==> src/rtl/encoder_input_conditioner_pkg.sv <==
// Shared constants and types for the KY-040 encoder input conditioner.
package encoder_pkg;

  localparam logic ENC_PIN_IDLE = 1'b1;

  localparam int ENC_DEBOUNCE_CYCLES_DEFAULT = 50_000;

  // "release" is a reserved word in SystemVerilog, hence release_ev.
  typedef struct packed {
    logic press;
    logic release_ev;
    logic long_press;
  } enc_btn_evt_t;

endpackage

==> src/rtl/encoder_input_conditioner_if.sv <==
// Pin-side bundle of the encoder conditioner: raw board pins in, clean levels and button events out.
interface encoder_input_conditioner_if;

  logic a_raw;
  logic b_raw;
  logic sw_raw;
  logic a_clean;
  logic b_clean;
  logic btn_pressed;
  logic btn_press;
  logic btn_release;
  logic btn_long;

  // Board / stimulus side: drives the raw pins, observes the conditioned outputs.
  modport master (
    output a_raw, b_raw, sw_raw,
    input  a_clean, b_clean, btn_pressed, btn_press, btn_release, btn_long
  );

  // Conditioner side.
  modport slave (
    input  a_raw, b_raw, sw_raw,
    output a_clean, b_clean, btn_pressed, btn_press, btn_release, btn_long
  );

endinterface

==> src/rtl/encoder_input_conditioner_debounce_channel.sv <==
// One pin channel: 2-FF synchroniser followed by a stable-count debouncer.
module debounce_channel #(
  parameter logic IDLE   = 1'b1,
  parameter int   CYCLES = 50_000
) (
  input  logic clk,
  input  logic reset,
  input  logic din,
  output logic dout
);

  localparam int CNT_W = $clog2(CYCLES);
  localparam logic [CNT_W-1:0] CNT_LAST = CNT_W'(CYCLES - 1);

  logic             sync1;
  logic             sync2;
  logic [CNT_W-1:0] cnt;

  // cnt only ever reaches CYCLES-1 before being cleared, so it never wraps.
  always_ff @(posedge clk or negedge reset) begin
    if (!reset) begin
      sync1 <= IDLE;
      sync2 <= IDLE;
      cnt   <= '0;
      dout  <= IDLE;
    end else begin
      sync1 <= din;
      sync2 <= sync1;
      if (sync2 == dout) begin
        cnt <= '0;
      end else if (cnt == CNT_LAST) begin
        dout <= sync2;
        cnt  <= '0;
      end else begin
        cnt <= cnt + 1'b1;
      end
    end
  end

endmodule

==> src/rtl/encoder_input_conditioner.sv <==
// KY-040 pin conditioner: debounced A/B levels plus button level and event pulses.
// Optional long-press detection is built only when ENCODER_LONG_PRESS_EN is defined.
module encoder_input_conditioner
  import encoder_pkg::*;
#(
  parameter int DEBOUNCE_CYCLES   = ENC_DEBOUNCE_CYCLES_DEFAULT,
  parameter int LONG_PRESS_CYCLES = 25_000_000
) (
  input  logic                          clk,
  input  logic                          reset,
  encoder_input_conditioner_if.slave    pins
);

  if (DEBOUNCE_CYCLES < 2 || LONG_PRESS_CYCLES < 2) begin : g_bad_params
    $error("encoder_input_conditioner: cycle parameters must be >= 2");
  end

  logic         a_clean;
  logic         b_clean;
  logic         sw_clean;
  logic         sw_prev;
  logic         btn_pressed;
  enc_btn_evt_t evt_q;

  debounce_channel #(.IDLE(ENC_PIN_IDLE), .CYCLES(DEBOUNCE_CYCLES)) u_deb_a (
    .clk(clk), .reset(reset), .din(pins.a_raw), .dout(a_clean)
  );

  debounce_channel #(.IDLE(ENC_PIN_IDLE), .CYCLES(DEBOUNCE_CYCLES)) u_deb_b (
    .clk(clk), .reset(reset), .din(pins.b_raw), .dout(b_clean)
  );

  debounce_channel #(.IDLE(ENC_PIN_IDLE), .CYCLES(DEBOUNCE_CYCLES)) u_deb_sw (
    .clk(clk), .reset(reset), .din(pins.sw_raw), .dout(sw_clean)
  );

  // Button is active-low at the pin.
  assign btn_pressed = ~sw_clean;

`ifdef ENCODER_LONG_PRESS_EN
  localparam int HOLD_W = $clog2(LONG_PRESS_CYCLES + 1);
  localparam logic [HOLD_W-1:0] HOLD_MAX  = HOLD_W'(LONG_PRESS_CYCLES);
  localparam logic [HOLD_W-1:0] HOLD_FIRE = HOLD_W'(LONG_PRESS_CYCLES - 1);

  logic [HOLD_W-1:0] hold_cnt;
`endif

  always_ff @(posedge clk or negedge reset) begin
    if (!reset) begin
      sw_prev <= ENC_PIN_IDLE;
      evt_q   <= '0;
`ifdef ENCODER_LONG_PRESS_EN
      hold_cnt <= '0;
`endif
    end else begin
      sw_prev          <= sw_clean;
      evt_q.press      <= sw_prev & ~sw_clean;
      evt_q.release_ev <= ~sw_prev & sw_clean;
`ifdef ENCODER_LONG_PRESS_EN
      // Saturating at LONG_PRESS_CYCLES keeps the fire compare true for one cycle per press.
      evt_q.long_press <= btn_pressed && (hold_cnt == HOLD_FIRE);
      if (!btn_pressed) begin
        hold_cnt <= '0;
      end else if (hold_cnt != HOLD_MAX) begin
        hold_cnt <= hold_cnt + 1'b1;
      end
`else
      evt_q.long_press <= 1'b0;
`endif
    end
  end

  assign pins.a_clean     = a_clean;
  assign pins.b_clean     = b_clean;
  assign pins.btn_pressed = btn_pressed;
  assign pins.btn_press   = evt_q.press;
  assign pins.btn_release = evt_q.release_ev;
  assign pins.btn_long    = evt_q.long_press;

endmodule

==> src/flat_wrapper.sv <==
// flat-port wrapper written by rule: the top's interface ports become plain ports
module encoder_input_conditioner_flat import encoder_pkg::*;
#(
  parameter int DEBOUNCE_CYCLES   = ENC_DEBOUNCE_CYCLES_DEFAULT,
  parameter int LONG_PRESS_CYCLES = 25_000_000
)
  (clk, reset, pins_a_raw, pins_b_raw, pins_sw_raw, pins_a_clean, pins_b_clean, pins_btn_pressed, pins_btn_press, pins_btn_release, pins_btn_long);
  encoder_input_conditioner_if pins_i ();
  input  logic clk;
  input  logic reset;
  input wire logic [$bits(pins_i.a_raw)-1:0] pins_a_raw;
  input wire logic [$bits(pins_i.b_raw)-1:0] pins_b_raw;
  input wire logic [$bits(pins_i.sw_raw)-1:0] pins_sw_raw;
  output wire logic [$bits(pins_i.a_clean)-1:0] pins_a_clean;
  output wire logic [$bits(pins_i.b_clean)-1:0] pins_b_clean;
  output wire logic [$bits(pins_i.btn_pressed)-1:0] pins_btn_pressed;
  output wire logic [$bits(pins_i.btn_press)-1:0] pins_btn_press;
  output wire logic [$bits(pins_i.btn_release)-1:0] pins_btn_release;
  output wire logic [$bits(pins_i.btn_long)-1:0] pins_btn_long;
  assign pins_i.a_raw = pins_a_raw;
  assign pins_i.b_raw = pins_b_raw;
  assign pins_i.sw_raw = pins_sw_raw;
  assign pins_a_clean = pins_i.a_clean;
  assign pins_b_clean = pins_i.b_clean;
  assign pins_btn_pressed = pins_i.btn_pressed;
  assign pins_btn_press = pins_i.btn_press;
  assign pins_btn_release = pins_i.btn_release;
  assign pins_btn_long = pins_i.btn_long;
  encoder_input_conditioner #(.DEBOUNCE_CYCLES(DEBOUNCE_CYCLES), .LONG_PRESS_CYCLES(LONG_PRESS_CYCLES)) u_core (.clk(clk), .reset(reset), .pins(pins_i));
endmodule
==> config.mk <==
export PLATFORM = sky130hd
export DESIGN_NAME = encoder_input_conditioner_flat
export DESIGN_NICKNAME = d
export VERILOG_FILES = /design/src/rtl/encoder_input_conditioner_pkg.sv /design/src/rtl/encoder_input_conditioner_if.sv /design/src/rtl/encoder_input_conditioner_debounce_channel.sv /design/src/rtl/encoder_input_conditioner.sv /design/src/flat_wrapper.sv
export SDC_FILE = /design/constraint.sdc
export NUM_CORES = 1
export LEC_CHECK = 0
export BUFFER_PORTS_ARGS = -buffer_cell sky130_fd_sc_hd__buf_4
export CAP_MARGIN = 5
export CORE_MARGIN = 2
export CORE_UTILIZATION = 60
export CTS_CLUSTER_DIAMETER = 200
export DETAILED_ROUTE_END_ITERATION = 10
export HOLD_SLACK_MARGIN = 0.02
export PLACE_DENSITY = 0.85
export SETUP_SLACK_MARGIN = 0.2
export SYNTH_ARGS = -nofsm -noshare
export SYNTH_HDL_FRONTEND = slang
export SYNTH_SLANG_ARGS = --single-unit
==> constraint.sdc <==
create_clock -name clk -period 2.2 [get_ports clk]
set_input_delay 0.33 -clock clk [delete_from_list [all_inputs] [get_ports clk]]
set_output_delay 0.33 -clock clk [all_outputs]
set_load 0.05 [all_outputs]
==> qor.yml, run 1 <==
run_status:
  status: "finished, final reports clean"
timing:
  slew_headroom: 0.5188
  worst_pin_slew_ps: 721.8
  drv_slew: 0
  tns_ps: 0
  rsz0062_at_grt: "no"
  clock-skew-final_ps: 7.956
  worst_slack_ps: 450.9
  finalSetupViolCount: 0
  whs_ps: 42.16
  fin_crit_sh: 0.7950
  max_freq_mhz: 571.7
  fin_crit_ps: 1749
  hold_viol_final: 0
yosys:
  synthCells: 263
  syn_area_um2: 2748
  syn-num-nets: 271
  synth_top_area_frac: 0.4554
  yosysTopAreaCell: "dfrtp_1"
  ys.warnings.count: 0
  yosysUniqueCellTypes: 30
  ys_seq_elements: 60
  seq_area_frac_synth: 0.5510
  syn_avg_cell_area_um2: 10.45
  ys_top_cells_by_area: "dfrtp_1, dfstp_2, xnor2_1"
placed_design:
  placedInstanceArea_um2: 2868
  dp_slack_ps: 472.9
  place.gp.congestion: 0.9051
  hpwl_um: 3306
  port_buffers: 9
floorplan:
  dieWidth_um: 71.67
  pin_count: 11
  die_h_um: 71.67
  initial_core_util: 0.6267
  num_rows: 24
  core_area_um2: 4384
  die_area_um2: 5137
critical_path:
  r2r_start: "u_core.u_deb_a.cnt[8]$_DFF_PN0_"
  reg2reg_depth: 4
  path_class: "reg2reg"
  reg2reg_slack_ps: 450
  crit_required_ps: 2450
  slowest_delay_ps: 540
  worstSetupEndpoint: "u_core.u_deb_a.cnt[15]$_DFF_PN0_"
  worstPathCellList: "nand4_1, or4_4, or3_1, a21oi_1"
  cp_slowest_cell: "or4_4"
  path_buf_inv: 0
  worst_r2r_endpoint: "u_core.u_deb_a.cnt[15]$_DFF_PN0_"
  crit_fanout: 5
  crit_path_end_kind: "flop"
  cp_num_cells: 4
  critPathTopFamily: "simple AND/OR/NAND/NOR gates"
  cp-startpoint: "u_core.u_deb_a.cnt[8]$_DFF_PN0_"
  startpoint_type: "flop"
  critPathArrivalTime_ps: 1990
clock_network:
  clock_sinks: 60
  holdBufCountCts: 0
  clkTransAtPathRegs_ps: 70
  cts_tree: "done"
  cts_setup_buffers: 0
  clk_latency_ps: 340
  cts.htree.levels: 3
  cts_made_buffers: 9
  cts-root-buf: "clkbuf_8"
  cts_resized: 0
  clockBufferDepth: 2
layout:
  diodes: 0
  areaGrowthSynthToFinish_pct: 10.88
  drive_gt1_frac: 0.1509
  layout.nets: 288
  final_area_um2: 3047
grt:
  met1_usage: 0.3063
  grt-busiest-layer: "met2"
  grt_antenna_before_repair: 0
  gr-total-overflow: 0
  grt_max_degree: 61
  grt_pass1_vias: 1878
  use_met3: 0.05204
  use_met2: 0.3436
  grt_use_total: 0.2268
  grt_pass1_wl_um: 8763
detailed_routing:
  drc: 0
  vias: 1911
  avgViaCountPerCell: 5.671
  drtAntennaViolNets: 0
  drt_wl_total_um: 4947
  wl_per_cell_um: 14.68
  drt_iter0_markers: 161
  first_pass_iters: 4
power:
  peakVddDrop_v: 0.0004882
  p_per_area_nw_per_um2: 690.2
  p_leak_nw: 1.260
hold_path:
  hold_class: "in2async"
run:
  cap_viol_max_count: 0
[worst min path at each step]
stage,endpoint,slack [ps]
after floorplan,u_core.pins.btn_press$_DFF_PN0_,30
after global placement,u_core.u_deb_sw.sync2$_DFF_PN1_,350
after detailed placement,u_core.u_deb_b.sync2$_DFF_PN1_,350
after CTS,u_core.u_deb_sw.cnt[9]$_DFF_PN0_,60
after global routing,u_core.u_deb_b.sync1$_DFF_PN1_,70
final,u_core.u_deb_sw.cnt[13]$_DFF_PN0_,40
[placed cells by master (no fill, tap or decap), types with 2 or more instances in the layout]
cell type,n
nor2_1,53
dfrtp_1,50
xnor2_1,30
nand2_1,17
nand4_1,15
nand3_1,14
xor2_1,13
nor4_1,13
clkbuf_8,11
buf_4,10
dfstp_2,10
inv_1,8
nor3_1,7
and3_1,5
nor4bb_1,4
mux2_2,3
ha_1,3
clkinv_2,3
nor4b_1,2
a21oi_1,2
[state kept, by name, indices dropped and copies added, names as in the netlist]
register / count
u_core.u_deb_sw.sync2: 1
u_core.u_deb_b.sync2: 1
u_core.u_deb_b.dout: 1
u_core.pins.btn_press: 1
u_core.u_deb_sw.cnt: 16
u_core.u_deb_a.dout: 1
u_core.u_deb_a.sync2: 1
u_core.u_deb_sw.sync1: 1
u_core.u_deb_a.sync1: 1
u_core.pins.btn_release: 1
u_core.u_deb_a.cnt: 16
u_core.sw_prev: 1
u_core.u_deb_sw.dout: 1
u_core.u_deb_b.cnt: 16
u_core.u_deb_b.sync1: 1
[through the flow]
step | cells | util | total power (W)
floorplan | 263 | - | 0.001200
global placement | 321 | 0.6541 | 0.001234
detailed placement | 321 | 0.6541 | 0.001237
CTS | 337 | 0.6949 | 0.002129
global route | 337 | 0.6949 | 0.002196
finish | 337 | 0.6949 | 0.002103
[synth_stat cells]
master / number
xor2_1: 13
o21ai_0: 1
or3_1: 1
or4_4: 1
buf_2: 1
nor2b_1: 1
nor4b_1: 2
xnor2_1: 30
nor4_1: 13
and3_2: 1
dfrtp_1: 50
ha_1: 3
and3_1: 5
nor2_1: 53
and4_2: 1
conb_1: 1
nor4bb_1: 4
buf_4: 1
o41ai_4: 1
a21oi_1: 2
dfstp_2: 10
nor3_1: 7
nand2_1: 17
clkbuf_1: 2
mux2_2: 3
nand4_1: 15
inv_1: 8
and2_1: 1
nand3_2: 1
nand3_1: 14
[metal layers]
layer	wire length, um	vias up
li1	-	932
met1	2272	938
met2	2395	30
met3	154	11
met4	125	0
met5	0	-
[worst register-to-register path, delay by kind of cell (launching register included)]
kind / cells / cell delay (ps)
compound gates: 1 / 150
simple gates: 3 / 1100
flops: 1 / 410
[final cells by class]
cell class                      count  area [um2]
Tap cell                           52       65.06
Timing Repair Buffer               10       75.07
Clock inverter                      4       23.77
Inverter                            8       30.03
Fill cell                         333        1338
Multi-Input combinational cell    191        1184
Sequential cell                    60        1514
Clock buffer                       12       155.1
[where the power goes]
group | total [W] | internal [W] | leakage (nW) | switching, W
clock network | 0.000886 | 0.000466 | 0.0961 | 0.000420
logic | 0.0000720 | 0.0000215 | 0.369 | 0.0000505
registers | 0.00114 | 0.00113 | 0.795 | 0.0000174
total | 0.00210 | 0.00161 | 1.26 | 0.000488
[cells by family (layout without fill, tap and decap cells)]
kind of cell / count (synthesis) / in the layout / synth area share
other: 1 / 1 / 0.001365
and+or+nand+nor: 137 / 137 / 0.2509
adders and majority gates: 3 / 3 / 0.01366
xor gates and xnor gates: 43 / 43 / 0.1371
DFF: 60 / 60 / 0.5510
muxes: 3 / 3 / 0.01229
AOI/OAI and AO/OA: 4 / 4 / 0.01548
buffers and inverters: 12 / 34 / 0.01822
Power figures use the tool's default switching activity.
==> inputs of run 2 (changes only) <==
- CORE_UTILIZATION: 60 -> 55
- PLACE_DENSITY: 0.85 -> 0.82
- clock period: 2.2 -> 1.6 ns (I/O delays scaled with it)
==> run 2 against run 1 <==
Against the previous run:
- the run now ends with setup timing left
- fmax is 6.0% higher
- design area is 36% higher
- register-to-register slack worse by 500 ps
- cell count is 19% higher
- first-iteration DRC count is 12% higher
- clock-buffer cell count is 1 lower
- critical path depth is 1 higher
- setup slack worse by 500 ps
==> qor.yml, run 2 (synthesis results as in run 1) <==
run_status:
  status: "finished with violations"
  violations: "setup timing"
power:
  power_frac_comb: 0.077
  switching_share: 0.2604
  p_total_w: 0.002971
  internal_power_w: 0.002197
  peakVddDrop_v: 0.0008206
  p_leak_nw: 1.627
  p_switching_w: 0.0007738
  pwr-share-clk: 0.390
  seq_power_share: 0.533
  p_per_area_nw_per_um2: 716.4
timing:
  drv_slew: 0
  fin_crit_sh: 1.031
  worst_slack_ps: -49.50
  hold_viol_final: 0
  fin_crit_ps: 1650
  whs_ps: 355.4
  rsz0062_at_grt: "yes"
  finalSetupViolCount: 19
  tns_ps: -391.2
  max_freq_mhz: 606.2
  worst_pin_slew_ps: 529.7
  slew_headroom: 0.6466
  clock-skew-final_ps: 8.621
clock_network:
  cts_tree: "done"
  clkTransAtPathRegs_ps: 60
  cts-root-buf: "clkbuf_8"
  clock_sinks: 60
  clk_latency_ps: 340
  cts.htree.levels: 3
  cts_made_buffers: 9
  clockBufferDepth: 2
floorplan:
  dieWidth_um: 74.68
  initial_core_util: 0.5741
  pin_count: 11
  num_rows: 25
  die_h_um: 74.68
  die_area_um2: 5577
  core_area_um2: 4786
detailed_routing:
  wl_per_cell_um: 21.67
  drt_iter0_markers: 181
  vias: 2435
  drt_wl_total_um: 8712
  drtAntennaViolNets: 0
  first_pass_iters: 7
  drc: 0
  avgViaCountPerCell: 6.057
critical_path:
  startpoint_type: "flop"
  crit_path_end_kind: "flop"
  cp_slowest_cell: "dfrtp_1"
  worstPathCellList: "buf_4, nand4_1, nor3_1, xnor2_1, nor2_4"
  path_class: "reg2reg"
  worst_r2r_endpoint: "u_core.u_deb_sw.cnt[11]$_DFF_PN0_"
  crit_required_ps: 1820
  reg2reg_slack_ps: -50
  slowest_delay_ps: 410
  cp-startpoint: "u_core.u_deb_sw.cnt[4]$_DFF_PN0_"
  reg2reg_depth: 5
  crit_fanout: 4
  r2r_start: "u_core.u_deb_sw.cnt[4]$_DFF_PN0_"
  critPathArrivalTime_ps: 1870
placed_design:
  dp.cells: 349
  hpwl_um: 3464
  port_buffers: 9
  place.gp.congestion: 0.8349
  placedInstanceArea_um2: 3014
run:
  cap_viol_max_count: 0
grt:
  grt_max_degree: 33
  gr-total-overflow: 0
  grt_antenna_before_repair: 0
  grt_use_total: 0.2420
  grt_pass1_wl_um: 9998
  grt_pass1_vias: 2242
layout:
  fillers: 180
  top_regs: "u_core.u_deb_a.cnt x16, u_core.u_deb_b.cnt x16, u_core.u_deb_sw.cnt x16"
  fin_cells: 402
  diodes: 0
  final-seq-area_um2: 1521
  layout.nets: 338
  layout_common_cells: "buf_4, dfrtp_1, xnor2_1"
  drive_gt1_frac: 0.5224
  multi_input_area_um2: 1867
  layout_commonest_cell: "buf_4"
  final_area_um2: 4148
  areaGrowthSynthToFinish_pct: 50.96
hold_path:
  hp-start: "u_core.u_deb_sw.sync1$_DFF_PN1_"
  hold_class: "reg2reg"
  worstHoldPathCells: 0
  whs_endpoint: "u_core.u_deb_sw.sync2$_DFF_PN1_"
-- run 2: changes by cell type in the layout (fill, tap and decap cells not counted), sizes merged --
cell         delta
clkbuf          -1
buf            +44
clkinv          -1
clkinvlp        +2
nand2           +2
dlygate4sd3     +4
-- run 2: worst max-delay path by stage --
stage | slack [ps] | endpoint | cells after the start
final | -50 | u_core.u_deb_sw.cnt[11]$_DFF_PN0_ | 5
after global routing | -110 | u_core.u_deb_sw.cnt[11]$_DFF_PN0_ | 5
after CTS | 30 | u_core.u_deb_a.cnt[15]$_DFF_PN0_ | 4
after detailed placement | -50 | u_core.u_deb_a.cnt[15]$_DFF_PN0_ | 4
after global placement | 40 | u_core.u_deb_a.cnt[10]$_DFF_PN0_ | 4
after floorplan | 60 | u_core.u_deb_a.cnt[15]$_DFF_PN0_ | 4
-- run 2: power by group through the flow --
stage | Clock, W | Combinational (W) | Sequential, W
5_1_grt | 0.00124 | 0.000245 | 0.00158
6_report | 0.00116 | 0.000229 | 0.00158
3_3_place_gp | 0 | 0.000111 | 0.00160
3_5_place_dp | 0 | 0.000113 | 0.00160
2_1_floorplan | 0 | 0.0000591 | 0.00160
4_1_cts | 0.00115 | 0.000160 | 0.00157
-- run 2: worst max-delay path, delay by kind of cell (launching register included) --
kind          cells  cell delay (ps)
flops             1              410
buf+inv           1              160
simple gates      3              740
xor+xnor          1              240
-- run 2: layout make-up --
class | count | share of cell area
Multi-Input combinational cell | 193 | 0.4501
Sequential cell | 60 | 0.3668
Timing Repair Buffer | 58 | 0.1167
Clock buffer | 11 | 0.03167
Tap cell | 67 | 0.02021
Clock inverter | 5 | 0.007240
Inverter | 8 | 0.007240
-- run 2: layer usage --
layer | up-vias | GRT usage | routed length, um
met5 | - | 0 | 0
met4 | 0 | 0.1012 | 224
met3 | 27 | 0.08434 | 452
met2 | 122 | 0.4081 | 4546
met1 | 1246 | 0.2830 | 3489
li1 | 1040 | - | -
-- run 2: through the flow --
| stage | worst slack, ps | util |
|---|---|---|
| floorplan | 56.86 | - |
| global placement | 42.71 | 0.6298 |
| detailed placement | -49.96 | 0.6298 |
| CTS | 31.94 | 0.7302 |
| global route | -106.7 | 0.8667 |
| finish | -49.50 | 0.8667 |
-- run 2: repair_timing --
| item | CTS | global route |
|---|---|---|
| hold buffers | 4 | 0 |
| cloned | 1 | 1 |
| endpoints found under the hold margin | 25 | 0 |
| resized for setup | 27 | 115 |
| pin swaps | 15 | 32 |
| setup buffers | 18 | 13 |
| setup endpoints to repair | 51 | 51 |
